`config.mk`:
```
export PLATFORM = sky130hd
export DESIGN_NAME = mem_indirect_sequencer
export DESIGN_NICKNAME = d
export VERILOG_FILES = /design/src/rtl/mem_indirect_sequencer.sv
export SDC_FILE = /design/constraint.sdc
export NUM_CORES = 1
export LEC_CHECK = 0
export CAP_MARGIN = 10
export CORE_MARGIN = 3
export CORE_UTILIZATION = 38
export CTS_CLUSTER_SIZE = 8
export DETAILED_ROUTE_END_ITERATION = 7
export PLACE_DENSITY_LB_ADDON = 0.3
export SYNTH_ARGS = -nofsm -noshare
export SYNTH_HDL_FRONTEND = slang
export SYNTH_SLANG_ARGS = --single-unit
```
`constraint.sdc`:
```
create_clock -name clk -period 2 [get_ports clk]
set_clock_uncertainty 0.05 [all_clocks]
set_input_delay 0.2 -clock clk [delete_from_list [all_inputs] [get_ports clk]]
set_output_delay 0.2 -clock clk [all_outputs]
set_load 0.05 [all_outputs]
```
`src/rtl/mem_indirect_sequencer.sv`:
```
// LC-3b MEM-stage sequencer: one dcache access for LDR/STR, pointer fetch plus access for LDI/STI.
// Optional MEM_INDIRECT_REPLAY_EN hands LDI/STI phase 2 back upstream as an LDR/STR replay packet.
module mem_indirect_sequencer #(
    parameter int unsigned DATA_W   = 16,
    parameter int unsigned MAX_WAIT = 255
) (
    input  logic              clk,
    input  logic              rst_n,
    input  logic              mem_valid_in,
    input  logic [3:0]        opcode_in,
    input  logic [DATA_W-1:0] ea_in,
    input  logic [DATA_W-1:0] store_data_in,
    input  logic [2:0]        dest_in,
    output logic              dcache_read,
    output logic              dcache_write,
    output logic [DATA_W-1:0] dcache_addr,
    output logic [DATA_W-1:0] dcache_wdata,
    output logic [1:0]        dcache_wmask,
    input  logic [DATA_W-1:0] dcache_rdata,
    input  logic              dcache_resp,
    output logic              stall_out,
    output logic              wb_valid,
    output logic [DATA_W-1:0] wb_data,
    output logic [2:0]        wb_dest,
    output logic              mem_err,
    output logic              replay_valid,
    output logic [3:0]        replay_opcode,
    output logic [2:0]        replay_dest,
    output logic [DATA_W-1:0] replay_sr1
);

    localparam int unsigned WAIT_W = (MAX_WAIT < 2) ? 1 : $clog2(MAX_WAIT + 1);
    localparam logic [DATA_W-1:0] ADDR_MASK = {{(DATA_W-1){1'b1}}, 1'b0};
    localparam logic [3:0] OP_LDR = 4'b0110;
    localparam logic [3:0] OP_STR = 4'b0111;
    localparam logic [3:0] OP_LDI = 4'b1010;
    localparam logic [3:0] OP_STI = 4'b1011;

    typedef enum logic [2:0] {
        S_IDLE   = 3'd0,
        S_PTR    = 3'd1,
        S_ACC_RD = 3'd2,
        S_ACC_WR = 3'd3,
        S_DONE   = 3'd4
    } state_t;

    state_t              r_state;
    logic                r_read;
    logic                r_write;
    logic [1:0]          r_wmask;
    logic [DATA_W-1:0]   r_addr;
    logic [DATA_W-1:0]   r_wdata;
    logic [2:0]          r_dest_q;
    logic                r_is_load;
    logic [WAIT_W-1:0]   r_wait_cnt;
    logic                r_wb_valid;
    logic [DATA_W-1:0]   r_wb_data;
    logic [2:0]          r_wb_dest;
    logic                r_mem_err;

    logic                w_is_ldr;
    logic                w_is_str;
    logic                w_is_ldi;
    logic                w_is_sti;
    logic                w_accept;
    logic                w_busy;
    logic [WAIT_W-1:0]   w_wait_next;
    logic                w_timeout;

    assign w_is_ldr    = (opcode_in == OP_LDR);
    assign w_is_str    = (opcode_in == OP_STR);
    assign w_is_ldi    = (opcode_in == OP_LDI);
    assign w_is_sti    = (opcode_in == OP_STI);
    // Reset gates the accept term so stall_out is low while rst_n is asserted.
    assign w_accept    = rst_n & (r_state == S_IDLE) & mem_valid_in
                         & (w_is_ldr | w_is_str | w_is_ldi | w_is_sti);
    assign w_busy      = (r_state == S_PTR) | (r_state == S_ACC_RD) | (r_state == S_ACC_WR);
    assign w_wait_next = r_wait_cnt + WAIT_W'(1);
    assign w_timeout   = (MAX_WAIT != 0) && (w_wait_next == WAIT_W'(MAX_WAIT));

`ifdef MEM_INDIRECT_REPLAY_EN
    logic                r_replay_valid;
    logic [3:0]          r_replay_opcode;
    logic [2:0]          r_replay_dest;
    logic [DATA_W-1:0]   r_replay_sr1;
`endif

    always_ff @(posedge clk or negedge rst_n) begin
        if (!rst_n) begin
            r_state    <= S_IDLE;
            r_read     <= 1'b0;
            r_write    <= 1'b0;
            r_wmask    <= 2'b00;
            r_addr     <= '0;
            r_wdata    <= '0;
            r_dest_q   <= '0;
            r_is_load  <= 1'b0;
            r_wait_cnt <= '0;
            r_wb_valid <= 1'b0;
            r_wb_data  <= '0;
            r_wb_dest  <= '0;
            r_mem_err  <= 1'b0;
`ifdef MEM_INDIRECT_REPLAY_EN
            r_replay_valid  <= 1'b0;
            r_replay_opcode <= '0;
            r_replay_dest   <= '0;
            r_replay_sr1    <= '0;
`endif
        end else begin
            // Writeback and replay fields are one-cycle pulses.
            r_wb_valid <= 1'b0;
            r_wb_data  <= '0;
            r_wb_dest  <= '0;
            r_mem_err  <= 1'b0;
`ifdef MEM_INDIRECT_REPLAY_EN
            r_replay_valid  <= 1'b0;
            r_replay_opcode <= '0;
            r_replay_dest   <= '0;
            r_replay_sr1    <= '0;
`endif
            case (r_state)
                S_IDLE: begin
                    if (w_accept) begin
                        r_dest_q   <= dest_in;
                        r_is_load  <= w_is_ldr | w_is_ldi;
                        r_wait_cnt <= '0;
                        r_addr     <= ea_in & ADDR_MASK;
                        r_wdata    <= store_data_in;
                        if (w_is_ldi | w_is_sti) begin
                            r_state <= S_PTR;
                            r_read  <= 1'b1;
                        end else if (w_is_ldr) begin
                            r_state <= S_ACC_RD;
                            r_read  <= 1'b1;
                        end else begin
                            r_state <= S_ACC_WR;
                            r_write <= 1'b1;
                            r_wmask <= 2'b11;
                        end
                    end
                end

                S_PTR, S_ACC_RD, S_ACC_WR: begin
                    if (dcache_resp) begin
                        r_wait_cnt <= '0;
                        if (r_state == S_PTR) begin
`ifdef MEM_INDIRECT_REPLAY_EN
                            r_read          <= 1'b0;
                            r_state         <= S_DONE;
                            r_replay_valid  <= 1'b1;
                            r_replay_opcode <= r_is_load ? OP_LDR : OP_STR;
                            r_replay_dest   <= r_dest_q;
                            r_replay_sr1    <= dcache_rdata & ADDR_MASK;
`else
                            r_addr <= dcache_rdata & ADDR_MASK;
                            if (r_is_load) begin
                                r_state <= S_ACC_RD;
                            end else begin
                                r_read  <= 1'b0;
                                r_write <= 1'b1;
                                r_wmask <= 2'b11;
                                r_state <= S_ACC_WR;
                            end
`endif
                        end else if (r_state == S_ACC_RD) begin
                            r_read     <= 1'b0;
                            r_state    <= S_DONE;
                            r_wb_valid <= 1'b1;
                            r_wb_data  <= dcache_rdata;
                            r_wb_dest  <= r_dest_q;
                        end else begin
                            r_write    <= 1'b0;
                            r_wmask    <= 2'b00;
                            r_state    <= S_DONE;
                            r_wb_valid <= 1'b1;
                            r_wb_dest  <= r_dest_q;
                        end
                    end else if (w_timeout) begin
                        // Watchdog: abandon the access and report it with the writeback pulse.
                        r_read     <= 1'b0;
                        r_write    <= 1'b0;
                        r_wmask    <= 2'b00;
                        r_wait_cnt <= '0;
                        r_state    <= S_DONE;
                        r_wb_valid <= 1'b1;
                        r_wb_dest  <= r_dest_q;
                        r_mem_err  <= 1'b1;
                    end else begin
                        r_wait_cnt <= w_wait_next;
                    end
                end

                S_DONE: begin
                    r_state <= S_IDLE;
                end

                default: begin
                    r_state <= S_IDLE;
                end
            endcase
        end
    end

    assign dcache_read  = r_read;
    assign dcache_write = r_write;
    assign dcache_addr  = r_addr;
    assign dcache_wdata = r_wdata;
    assign dcache_wmask = r_wmask;
    assign stall_out    = w_busy | w_accept;
    assign wb_valid     = r_wb_valid;
    assign wb_data      = r_wb_data;
    assign wb_dest      = r_wb_dest;
    assign mem_err      = r_mem_err;

`ifdef MEM_INDIRECT_REPLAY_EN
    assign replay_valid  = r_replay_valid;
    assign replay_opcode = r_replay_opcode;
    assign replay_dest   = r_replay_dest;
    assign replay_sr1    = r_replay_sr1;
`else
    assign replay_valid  = 1'b0;
    assign replay_opcode = 4'b0000;
    assign replay_dest   = 3'b000;
    assign replay_sr1    = '0;
`endif

endmodule

```
* Yosys cells after proc, flatten, opt, wreduce, memory -nomap -nowiden *
Index checks and enable logic that the tools add are counted.

storage, ports and cells
  register bits after elaboration = 72
  input bits = 59

cells by class
  reduce and logical (&&, ||, !) cells = 9
  multiplexer cells = 56
  bitwise operators = 11
  equal/unequal tests = 18
  add/subtract/negate cells = 1

operators with widths
  cell                                                 count
  two-way mux 16 bit                                   7
  one-hot mux 16 bit (2 select lines)                  1
  two-way mux 3 bit                                    8
  two-way mux 8 bit                                    3
  two-way mux 1 bit                                    23
  two-way mux 2 bit                                    9
  one-hot mux 8 bit (2 select lines)                   1
  inequality test 4 bit, second input constant         3
  inequality test 2 bit, second input constant         5
  adder 8 x 1 -> 8 bit, second input constant          1
  equality test 4 x 3 -> 1 bit, second input constant  2
  equality test 4 bit, second input constant           2
  equality test 8 bit, second input constant           1
  bitwise OR 1 bit                                     8
  AND reduction 7 bit                                  1
  equality test 3 x 2 -> 1 bit, second input constant  2
  one-hot mux 3 bit (2 select lines)                   1
  AND reduction 2 bit                                  3
  AND reduction 6 bit                                  1
  one-hot mux 1 bit (2 select lines)                   2
  one-hot mux 2 bit (2 select lines)                   1
  AND reduction 4 bit                                  1
  bitwise AND 1 bit                                    3
  equality test 3 x 1 -> 1 bit, second input constant  1
  other kinds (5)                                      5

* Depth between registers and ports, before layout *
  depth after elaboration = 7
  gate-level depth with buffers = 7
  gate-level depth less buffers = 6

* Worst setup path before layout *
OpenSTA, ideal clock, no wires.

  path type = register to register
  start point = register r_wait_cnt[0]
  end point = register r_wait_cnt[4]
  period minus slack after synthesis = 2.087 ns
  stages on the path, launching flop included = 8
  arrival time = 1.907 ns
  setup time = 0.130 ns
  buffers on the path = 1
  required time = 1.820 ns
  slack = -0.087 ns
  path through = dfrtp_1 > ha_1 > nand3_2 > or3_1 > a2111o_1 > buf_2 > nand2_1 > o21ai_0

between the ends
  word-level cells in the longest chain between the ends = 5

ends and longest elaborated chain
  element                                 RTL line  source
  start, declared                         55        logic [WAIT_W-1:0] r_wait_cnt;
  start signal, assigned                  189       r_wait_cnt <= w_wait_next;
  adder 8 x 1 -> 8 bit (*)                78        assign w_wait_next = r_wait_cnt + WAIT_W'(1);
  equality test 8 bit                     79        assign w_timeout = (MAX_WAIT != 0) && (w_wait_next == WAIT_W'(MAX_WAIT));
  two-way mux 8 bit (*)                   178       end else if (w_timeout) begin
  two-way mux 8 bit (*)                   144       if (dcache_resp) begin
  one-hot mux 8 bit (2 select lines) (*)  121       case (r_state)

Every way passes the cells marked *; elsewhere a longest branch is shown, timed or not.
A chain may end at the register's enable or synchronous reset.

* Worst setup path after layout *
  start point = register r_wait_cnt[1]
  end point = register r_wmask[0] (netlist: dcache_wmask[0])

between the ends
  word-level cells in the longest chain between the ends = 4

ends and longest elaborated chain
  element                          RTL line  source
  adder 8 x 1 -> 8 bit             78
  equality test 8 bit              79
  inequality test 3 bit (no line)  --
  AND reduction 7 bit (no line)    --
  end signal, assigned             93        r_wmask <= 2'b00;
  end signal, assigned             138       r_wmask <= 2'b11;
  end signal, assigned             161       r_wmask <= 2'b11;
  end, declared                    50        logic [1:0] r_wmask;

Every way passes these cells.

==> out/summary.md <==
The maximum fanout count along the critical path was 5; the final instance count without filler cells was 522. After clock tree synthesis, the flow added hold-fix buffers numbering 0. Dividing the final minimum period by the clock period gives 103%.

Setup repair after global routing could not meet its margin everywhere. The overall power consumption is 6.97 mW. Compared with the post-synthesis result, the final layout area differs by 47.8%. The synthesized design contains 0 enable-type register cells.

The tools report the worst-case setup margin in the final layout as -0.0611 ns. The primary flip-flop cell chosen by synthesis mapping was dfrtp_1. Detailed router's first-iteration violation count: 33.

The H-tree generated during clock tree synthesis spans 3 levels. Max-cap violations in this run came to 0. The die is 96.8 um tall. The transition at the pin with the smallest max-transition slack was 0.845 ns. The checks that failed: negative setup slack. In the post-synthesis netlist, the biggest area contributors are dfrtp_1, mux2_2, buf_4. For the number of global-route vias before repair, the log shows 2466. For this run, asynchronously set or reset flops after synthesis account for 100%. Static timing analysis puts the maximum clock frequency at 0.485 GHz. Of the post-synthesis cell area, the dominant cell type holds 55.1%. Cells fill 59.1% of the core in the end. The warning count from the yosys run came out at 0.

Sequential elements use 55.1% of the synthesized area. For the final setup violation count, the log shows 13. STA classifies the critical path startpoint as a flop.

For the count of placed standard cells including taps, the log shows 507. The hold violation total from the final report is 0, and the standard-cell row count is 32. The number of buffers on the longest clock path came out at 2. The vias after detailed routing was 2458; the cell area after synthesis was 0.00314 mm2. The logs give 0.826 for the weighted congestion at the end of routability-driven global placement and 2.28 ns for the arrival time of data at the critical path endpoint. The logs give 39 for the unique cell type count in the Yosys netlist and 0 for the DRC violations left. The tools report the aggregate global routing overflow as 0.

The detailed-route wire length was 7.19 mm. Number of nets with antenna violations after routing: 0. For the maximum number of pins on one net before global-route repair, the log shows 70. In this run, CTS created clock tree buffers numbering 9. The run finished, with violations left. The fraction of layout instances using a drive strength above 1 was 16.9%; the aggregate global-route resource usage was 15.6%. Measured against its own limit, the worst slew margin works out to 43.7%.

For the number of antenna violations at the first check in global routing, the log shows 0. The master cell of the clock root buffer is clkbuf_8. At the end of the flow, the number of nets in the layout was 478. Once detailed placement completed, the half-perimeter wirelength came to 5.27 mm. The die covers 0.00938 mm2. In this run the tool buffered the top-level ports with 114 buffer cells.

The number of pins with negative max-slew slack in the final report is 0. The cell count after synthesis came out at 281. The total leakage power came out at 2.09 nW. The clock-pin slew of the registers on the worst-case setup and hold paths came out at 0.08 ns.

The first detailed-routing pass took 4 iterations. Hold is met by 0.0272 ns. The average instance in the mapped netlist occupies 11.2 um2. Kind of end point of the critical path: a flop. The critical path is of the flop to flop type.

The tools report the worst supply voltage drop on vdd as 729 uV. The total area inside the core boundary comes to 0.00785 mm2. In this run, synthesis produced a sequential element count of 69. The average via count per standard cell was 4.71; the initial core utilization was 40.0%.

Clock latency on the worst-skew pair, taken at its later pin, is 0.34 ns. TritonCTS built the clock tree. The number of antenna diodes in the final layout is 0. The die is 96.8 um wide.

The smallest clock period supported by the final layout is computed as 2.06 ns. The clock net sink count was 69. For this design the top-level I/O count stands at 141. At the worst endpoint, the required time is 2.22 ns. dfrtp_1 takes more of the synthesized area than any other cell. Power density relative to cell area: 1500 mW/mm2. The class of the worst hold path is primary input to async pin. The first-pass GRT wire length was 11.9 mm; the routed wirelength normalized by instance count was 13.8 um.
-- per-stage QoR --
step	worst slack [ns]	TNS (ns)	instance area, um2
floorplan	0.0153	0	3240
global placement	-0.182	-2.84	4440
detailed placement	-0.289	-4.05	4440
CTS	-0.0640	-0.345	4610
global route	-0.181	-2.10	4630
finish	-0.0611	-0.405	4630
-- path summary, 6_finish.rpt --
check	startpoint	endpoint	slack (ns)	depth (start not counted)
min	rst_n	dcache_wdata[9]	0.03	2
max	r_wait_cnt[1]	dcache_wmask[0]	-0.06	6
max reg2reg	r_wait_cnt[1]	dcache_wmask[0]	-0.06	6
min in group clk	dcache_rdata[0]	wb_data[0]	0.37	2
min reg2reg	r_dest_q[0]	wb_dest[0]	0.43	1
max in group asynchronous	rst_n	wb_data[15]	1.31	2
-- critical path, cell delays in order (launching register included) --
cell       delay (ns)
dfrtp_1          0.39
ha_4             0.15
nand3_2          0.06
or3_1            0.33
a2111o_1         0.51
a2111oi_4        0.36
a2bb2oi_2        0.15
-- placed cells by master (no fill, tap or decap), types with 2 or more instances in the layout --
master,n
and2_1,20
clkbuf_8,9
clkinvlp_4,2
xor2_1,3
or3_1,3
nand4b_1,2
clkdlybuf4s50_1,112
inv_1,6
mux2i_1,15
a31oi_1,5
nand3_1,5
nor2_1,11
xnor2_1,2
mux2_2,19
conb_1,25
dfrtp_1,69
nand2_1,29
a21oi_1,4
clkinv_2,3
nor3_1,2
buf_4,25
a2bb2oi_2,2
o21ai_0,24
-- synth_stat cells (4+ instances only) --
master,number
a21oi_1,4
nor2_1,12
a31oi_1,5
dfrtp_1,69
mux2i_1,15
inv_1,6
and2_1,20
nand2_1,30
nand3_1,5
o21ai_0,24
mux2_2,19
clkbuf_1,4
buf_4,28
buf_2,6
-- routing by layer --
metal	track usage [%]	routed length, um	vias to the layer above
li1	-	-	1175
met1	18.2	2930	1173
met2	25.7	3530	91
met3	4.47	506	19
met4	8.53	216	0
met5	0	0	-
-- flip-flops by register name, indices dropped and copies added, names as in the netlist --
signal / flops
dcache_addr: 15
r_dest_q: 3
wb_valid: 1
mem_err: 1
dcache_wdata: 16
r_wait_cnt: 8
dcache_wmask: 1
wb_data: 16
r_is_load: 1
dcache_read: 1
wb_dest: 3
r_state: 3
-- power by group --
part / switching, mW / internal [mW]
Sequential: 0.236 / 1.86
Combinational: 2.50 / 1.44
Clock: 0.504 / 0.429
-- kinds of logic after synthesis --
family          Yosys count  synth area share (%)
buf+inv                  44                  8.86
mux                      34                  11.6
fa+ha+maj                 2                 0.798
flops                    69                  55.1
compound gates           43                  8.70
other cells               1                 0.120
xor+xnor                  5                  1.40
simple gates             83                  13.4
-- final cells by class --
class,count,area (um2)
Tap cell,102,128
Sequential cell,69,1730
Inverter,6,22.5
Fill cell,698,3210
Clock buffer,9,124
Clock inverter,5,30.0
Multi-Input combinational cell,192,1280
Timing Repair Buffer,139,1330
-- what timing repair did --
| action | in CTS | in global routing |
|---|---|---|
| endpoints found under the setup margin | 12 | 33 |
| buffers inserted | 0 | 1 |
| pin swaps | 1 | 0 |
| resized for setup | 2 | 3 |
Power figures use the tool's default switching activity.
